**src/rtl/ncl_threshold_gate_bank.sv**
```systemverilog
// Registered NCL threshold gate bank: WIDTH lanes each of TH12, TH22 (hysteresis)
// and THnotN (inverting, reset-to-NULL). Each gate evaluates one wavefront step per clock.
module ncl_threshold_gate_bank #(
  parameter int WIDTH = 32
) (
  input  logic             clk,
  input  logic             init,
  input  logic [WIDTH-1:0] th12_a,
  input  logic [WIDTH-1:0] th12_b,
  output logic [WIDTH-1:0] th12_y,
  input  logic [WIDTH-1:0] th22_a,
  input  logic [WIDTH-1:0] th22_b,
  output logic [WIDTH-1:0] th22_y,
  input  logic [WIDTH-1:0] thn_a,
  output logic [WIDTH-1:0] thn_y
);

  for (genvar i = 0; i < WIDTH; i++) begin : g_lane
    logic th12_q;
    logic th22_q;
    logic thn_q;

    // NOTE: registered state is always written with non-blocking assignments so
    // every lane samples pre-edge values, which keeps external feedback loops race-free.
    always_ff @(posedge clk) begin
      if (init) th12_q <= 1'b0;
      else      th12_q <= th12_a[i] | th12_b[i];
    end

    // TH22 only changes when both inputs agree; otherwise the held value is kept.
    always_ff @(posedge clk) begin
      if (init)                        th22_q <= 1'b0;
      else if (th22_a[i] & th22_b[i])  th22_q <= 1'b1;
      else if (~th22_a[i] & ~th22_b[i]) th22_q <= 1'b0;
    end

    // Init forces NULL even though the gate inverts, so a released pipeline
    // produces its first DATA wavefront one edge after init drops.
    always_ff @(posedge clk) begin
      if (init) thn_q <= 1'b0;
      else      thn_q <= ~thn_a[i];
    end

    assign th12_y[i] = th12_q;
    assign th22_y[i] = th22_q;
    assign thn_y[i]  = thn_q;
  end

endmodule

```
**config.mk**
```make
export PLATFORM = sky130hd
export DESIGN_NAME = ncl_threshold_gate_bank
export DESIGN_NICKNAME = d
export VERILOG_FILES = /design/src/rtl/ncl_threshold_gate_bank.sv
export SDC_FILE = /design/constraint.sdc
export NUM_CORES = 1
export LEC_CHECK = 0
export ABC_AREA = 1
export CORE_AREA = 2 2 101 103
export CTS_BUF_LIST = sky130_fd_sc_hd__clkbuf_4
export DETAILED_ROUTE_END_ITERATION = 6
export DIE_AREA = 0 0 103 105
export DONT_BUFFER_PORTS = 1
export PLACE_DENSITY = 0.69
export SETUP_SLACK_MARGIN = 0.1
export SYNTH_ARGS = -nofsm -noshare
export SYNTH_HDL_FRONTEND = slang
export SYNTH_SLANG_ARGS = --single-unit
```
**constraint.sdc**
```tcl
create_clock -name clk -period 0.8 [get_ports clk]
set_input_delay 0.16 -clock clk [delete_from_list [all_inputs] [get_ports clk]]
set_output_delay 0.16 -clock clk [all_outputs]
set_load 0.01 [all_outputs]
```
After elaboration in Yosys (flattened, before gate mapping) --
Index checks and enable logic that the tools add are counted.
Cells by class: mux-type cells 64, bitwise logic cells 192, reduce and logical (&&, ||, !) cells 32
Operators by type and width (number):
- NOT 1 bit | 96
- bitwise AND 1 bit | 64
- 2-to-1 mux 1 bit | 64
- nonzero test 2 bit | 32
- bitwise OR 1 bit | 32
Storage, ports and cells: bits in registers 96, output and inout bits 96

Depth between registers and ports, before layout --
Gate-level depths: netlist (run 1).
depth in word-level cells 4, mapped depth 4, gate-level depth less buffers 4

Least setup slack after synthesis (run 1) --
OpenSTA, ideal clock, no wires.
path kind input -> register, start in th22_a[0], end reg g_lane[0].th22_q, library setup time 113 ps, arrival 565 ps, data required time 687 ps, slack 123 ps, stages on the path 3, path buffers 0, path through ha_1 nor2_1 nor2_1
Between the ends: longest elaborated chain between the ends 3, elaborated cells between the ends (all ways) 5
Ends and longest elaborated chain:
- start, declared | line 11 | input logic [WIDTH-1:0] th22_a,
- NOT 1 bit | line 34 | else if (~th22_a[i] & ~th22_b[i]) th22_q <= 1'b0;
- bitwise AND 1 bit | line 34
- nonzero test 2 bit (no source line)
- end signal, assigned | line 32 | if (init) th22_q <= 1'b0;
- end signal, assigned | line 33 | else if (th22_a[i] & th22_b[i]) th22_q <= 1'b1;
- end signal, assigned | line 34
- end, declared | line 20 | logic th22_q;
Parallel ways exist; a longest one is shown, timed or not. A chain may end at the register's enable or synchronous reset.

Final worst setup path (run 1) --
start reg g_lane[26].th22_q, end out th22_y[26]
RTL lines:
- start, declared | line 20
- start signal, assigned | line 32
- start signal, assigned | line 33
- start signal, assigned | line 34
- end, declared | line 13 | output logic [WIDTH-1:0] th22_y,
No word-level cell between the ends.

==> impl_metrics.py, run 1 <==
metrics = {
    "run_status": {
        "status": "finished with violations",
        "violations": "hold timing, setup timing",
    },
    "synth": {
        "syn_avg_cell_area_um2": 8.39,
        "netlist_area_um2": 4120,
        "synthDistinctLibCells": 8,
        "yosys_warnings": 0,
        "ys_seq_area_share_pct": 46.6,
        "synth_cells": 491,
        "synth-seq-cells": 96,
        "synthesis.nets": 685,
    },
    "setup_path": {
        "cp_top_family": "flip-flops",
        "endpoint_kind": "output pin",
        "critPathBufInv": 1,
        "worst-path-max-fanout": 2,
        "cp.required_ps": 640,
        "cp.arrival_ps": 920,
        "worstSetupStartpointType": "flip-flop",
        "worstSetupPathType": "reg2out",
        "cp_cell_sequence": "buf_6",
        "slowest_delay_ps": 360,
        "crit_path_top_delay_cell": "dfxtp_2",
    },
    "timing": {
        "worstMarginPinSlew_ps": 213,
        "fmax_mhz": 926,
        "finalCriticalPeriod_ps": 1080,
        "finalWorstSetupSlack_ps": -280,
        "finalHoldWorstSlack_ps": -235,
        "min_period_over_period_pct": 135,
        "slew_violations": 0,
        "setup_viol_count_final": 96,
        "maxSlewHeadroom_pct": 85.8,
        "finalHoldViolations": 59,
        "rsz0062_at_grt": "true",
        "skew_ps": 0,
    },
    "finish": {
        "num-fill-cells": 890,
        "layout.nets": 673,
        "final_cell_mix": "nor2_1, dlygate4sd3_1, dfxtp_2",
        "post-route-util_pct": 48.1,
        "instances_no_fill": 617,
        "syn_to_final_growth_pct": 12.4,
        "drive_gt1_share_pct": 28.9,
        "final_common_cell": "nor2_1",
        "diodes": 0,
        "finalInstanceArea_um2": 4630,
    },
    "route": {
        "drtAntennaViolNets": 0,
        "via_count": 2742,
        "route.detailed.drc": 0,
        "wl_per_cell_um": 14.6,
        "drt_iter0_markers": 108,
        "vias_per_cell": 4.44,
        "routed_wirelength_um": 9000,
        "first_pass_iters": 4,
    },
    "placed_design": {
        "dpl_cell_area_um2": 3500,
        "portBuffers": 0,
        "gp_congestion": 0.756,
        "place_ws_ps": 52.8,
        "dp_cells": 522,
        "dp_hpwl_um": 6070,
    },
    "clocking": {
        "numClockSinks": 96,
        "clk_pin_slew_ps": 170,
        "cts_root_buffer": "clkbuf_4",
        "numCtsBuffers": 9,
        "cts_tree": "built",
        "clockBufferDepth": 2,
        "clk_latency_ps": 430,
        "htree_levels": 3,
    },
    "die": {
        "fp.dieW_um": 103,
        "initial_core_util_pct": 42.7,
        "die-area_um2": 10800,
        "core-area_um2": 9640,
        "fp-row-count": 36,
        "io_pins": 258,
        "fp.dieH_um": 105,
    },
    "min_path": {
        "holdCritPathClass": "in2reg",
    },
    "global_routing": {
        "grt_pass1_vias": 2850,
        "grt_max_degree": 66,
        "grt_pass1_wl_um": 12900,
        "grt_usage_pct": 15.6,
        "antenna_found_initial": 0,
        "grt_overflow_total": 0,
    },
    "pwr": {
        "ir_worst_vdd_uv": 771,
        "power.leakage_uw": 0.00213,
        "power_density_nw_per_um2": 1990,
    },
    "run": {
        "cap_violations": 0,
    },
}
==> Yosys cell counts <==
cell / number / area, um^2
buf_4: 96 / 721
buf_6: 10 / 113
dfxtp_1: 96 / 1920
ha_1: 32 / 400
inv_1: 32 / 120
inv_2: 1 / 3.75
nand2_1: 64 / 240
nor2_1: 160 / 601
==> per-stage QoR <==
stage / power [uW] / setup TNS, ps
after global placement: 6270 / 0
after global routing: 9760 / -24670
after CTS: 9260 / -22410
after floorplan: 6640 / 0
final: 9220 / -18270
after detailed placement: 6340 / 0
==> per-layer routing <==
metal  GRT usage, %  vias up  part of all wire, %
li1               -     1352                    -
met1           14.0     1232                   35
met2           29.6      140                   53
met3           6.49       18                  9.2
met4           6.77        0                  2.3
met5              0        -                    0
==> flip-flops by register name, indices dropped and copies added, names as in the netlist <==
register / count
g_lane.th12_q: 32
g_lane.th22_q: 32
g_lane.thn_q: 32
==> timing repair <==
action / CTS / global route
hold buffers: 71 / 9
cloned: 0 / 0
pin swaps: 0 / 14
endpoints found under the hold margin: 96 / 64
resized for setup: 99 / 44
setup buffers: 0 / 0
endpoints found under the setup margin: 114 / 125
==> report_power, final <==
| part | switching [uW] | internal (uW) | total, uW |
|---|---|---|---|
| sequential | 373 | 5180 | 5560 |
| clock | 1800 | 737 | 2540 |
| combinational | 485 | 634 | 1120 |
| total | 2660 | 6560 | 9220 |
==> cell families (layout without fill, tap and decap cells) <==
family                     after synthesis  in the layout  share of synthesized area, %
and+or+nand+nor                        224            224                          20.4
buffers and inverters                  139            132                          23.2
DFF                                     96             96                          46.6
adders and majority gates               32             32                          9.72
==> area by class of cell <==
cell class              instances  area, um^2  share of cell area (%)
clock buffers                   9        67.6                    1.46
clock inverters                 7        72.6                    1.57
inverters                      33         124                    2.67
multi-input cells             256        1260                    27.3
flip-flops and latches         96        2100                    45.3
well taps                     133         166                    3.59
repair buffers                 83         841                    18.2
==> path summary, 6_finish.rpt <==
path / startpoint / to / slack, ps / cells past startpoint
worst min-delay path: init / g_lane[31].thn_q / -230 / 1
worst min register to register: g_lane[6].th22_q / g_lane[6].th22_q / 530 / 4
worst max-delay path: g_lane[26].th22_q / th22_y[26] / -280 / 1
worst max register to register: g_lane[22].th22_q / g_lane[22].th22_q / 100 / 4
Note: power is estimated with default switching activity, not from simulation.
==> run 2, diff against run 1 <==
- TNS_END_PERCENT: unset -> 20
- clock period: 0.8 -> 0.9 ns (I/O delays scaled with it)
==> run 2 against run 1 <==
Against the previous run:
- the flow still finishes with violations (hold timing, setup timing)
- non-clock buffer count increased by 24
- sequential share of layout area down 4.4 points
- worst setup slack improved by 160 ps
- worst hold slack better by 15 ps
- first-iteration DRC count is 21% lower
- largest power group unchanged
- final cell count increased by 3.9%
- clock skew stayed put
- routed wire length is 9.7% higher
- largest cell class unchanged
- global-route usage is 0.44 points higher
- final area rose by 9.3%
- core utilization grew 4.5 points
==> impl_metrics.py, run 2 (synthesis results as in run 1) <==
metrics = {
    "setup_path": {
        "cp.required_ps": 720,
        "worstSetupPathType": "reg2out",
        "endpoint_kind": "output pin",
        "worstSetupStartpointType": "flip-flop",
        "worst-path-max-fanout": 2,
        "cp.arrival_ps": 840,
    },
    "timing": {
        "setup_viol_count_final": 96,
        "maxSlewHeadroom_pct": 89.0,
        "finalWorstSetupSlack_ps": -124,
        "worstMarginPinSlew_ps": 164,
        "min_period_over_period_pct": 114,
        "skew_ps": 0,
        "fmax_mhz": 977,
        "finalHoldViolations": 37,
        "finalHoldWorstSlack_ps": -220,
        "rsz0062_at_grt": "true",
        "finalCriticalPeriod_ps": 1020,
        "slew_violations": 0,
    },
    "placed_design": {
        "gp_congestion": 0.746,
        "dp_hpwl_um": 6020,
        "place_ws_ps": 139,
        "portBuffers": 0,
    },
    "die": {
        "fp-row-count": 36,
        "core-area_um2": 9640,
        "initial_core_util_pct": 42.7,
        "io_pins": 258,
        "fp.dieH_um": 105,
        "die-area_um2": 10800,
        "fp.dieW_um": 103,
    },
    "pwr": {
        "power.leakage_uw": 0.00244,
        "total_power_uw": 8340,
        "power_density_nw_per_um2": 1650,
        "ir_worst_vdd_uv": 746,
    },
    "clocking": {
        "htree_levels": 3,
        "numClockSinks": 96,
        "cts_root_buffer": "clkbuf_4",
        "clockBufferDepth": 2,
        "clk_pin_slew_ps": 160,
        "cts_setup_buffers": 0,
        "numCtsBuffers": 9,
        "clk_latency_ps": 430,
        "cts_tree": "built",
    },
    "run_status": {
        "violations": "hold timing, setup timing",
        "status": "finished with violations",
    },
    "finish": {
        "layout.nets": 697,
        "final_common_cell": "nor2_1",
        "syn_to_final_growth_pct": 22.8,
        "drive_gt1_share_pct": 25.4,
        "diodes": 0,
        "final_cell_mix": "nor2_1, dfxtp_2, dlygate4sd3_1",
        "reg_top3": "g_lane.th12_q x32, g_lane.th22_q x32, g_lane.thn_q x32",
        "num-fill-cells": 831,
    },
    "global_routing": {
        "grt_max_degree": 66,
        "grt_pass1_wl_um": 13300,
        "grt_pass1_vias": 2963,
        "antenna_found_initial": 0,
        "grt_overflow_total": 0,
        "grt_usage_pct": 16.1,
    },
    "run": {
        "cap_violations": 0,
    },
    "route": {
        "routed_wirelength_um": 9870,
        "vias_per_cell": 4.51,
        "first_pass_iters": 4,
        "drtAntennaViolNets": 0,
        "via_count": 2888,
        "drt_iter0_markers": 85,
        "route.detailed.drc": 0,
        "wl_per_cell_um": 15.4,
    },
    "min_path": {
        "holdCritPathClass": "in2reg",
    },
}
-- run 2: cell count changes in the layout (fill, tap and decap cells not counted), moves of 12 or more --
| cell | change |
|---|---|
| dlymetal6s4s_1 | +25 |
| ha_1 | -14 |
| ha_4 | +14 |
| inv_1 | +14 |
| inv_2 | -14 |
| dfxtp_2 | +12 |
| dfxtp_4 | -12 |
-- run 2: worst paths after layout --
path / endpoint / start / depth (start not counted) / slack, ps
max: th22_y[3] / g_lane[3].th22_q / 0 / -120
min: g_lane[22].thn_q / init / 1 / -220
max reg2reg: g_lane[6].th22_q / g_lane[6].th22_q / 4 / 160
min reg2reg: g_lane[0].th22_q / g_lane[0].th22_q / 4 / 550
-- run 2: area by class of cell --
cell class / count / area, um^2 / share of cell area, %
Clock inverter: 7 / 73.8 / 1.46
Timing Repair Buffer: 107 / 1140 / 22.6
Tap cell: 133 / 166 / 3.29
Inverter: 33 / 124 / 2.45
Sequential cell: 96 / 2070 / 40.8
Multi-Input combinational cell: 256 / 1420 / 28.0
Clock buffer: 9 / 67.6 / 1.33
-- run 2: report_power, final --
part | internal (uW) | switching (uW)
Clock | 656 | 1580
Combinational | 678 | 486
Sequential | 4620 | 326
Total | 5950 | 2390
-- run 2: per-layer routing --
metal | global-route usage (%) | wire (um) | share of wire, %
met4 | 8.08 | 281 | 2.8
met1 | 14.0 | 3330 | 34
met2 | 30.8 | 5380 | 54
met3 | 6.09 | 884 | 9.0
met5 | 0 | 0 | 0
-- run 2: per-stage QoR --
stage          instances  TNS [ps]  instance area [um^2]  utilization [%]
6_report             641     -9540                  5060             52.5
5_1_grt              641    -15930                  5060             52.5
4_1_cts              637    -13760                  4760             49.4
3_5_place_dp         519         0                  3470             36.0
3_3_place_gp         519         0                  3470             36.0
2_1_floorplan        491         0                  4120                -
-- run 2: timing repair --
item | in CTS | in global routing
pin swaps | 0 | 39
hold endpoints to repair | 96 | 50
resized for setup | 97 | 49
hold buffers | 102 | 4
setup endpoints to repair | 96 | 122
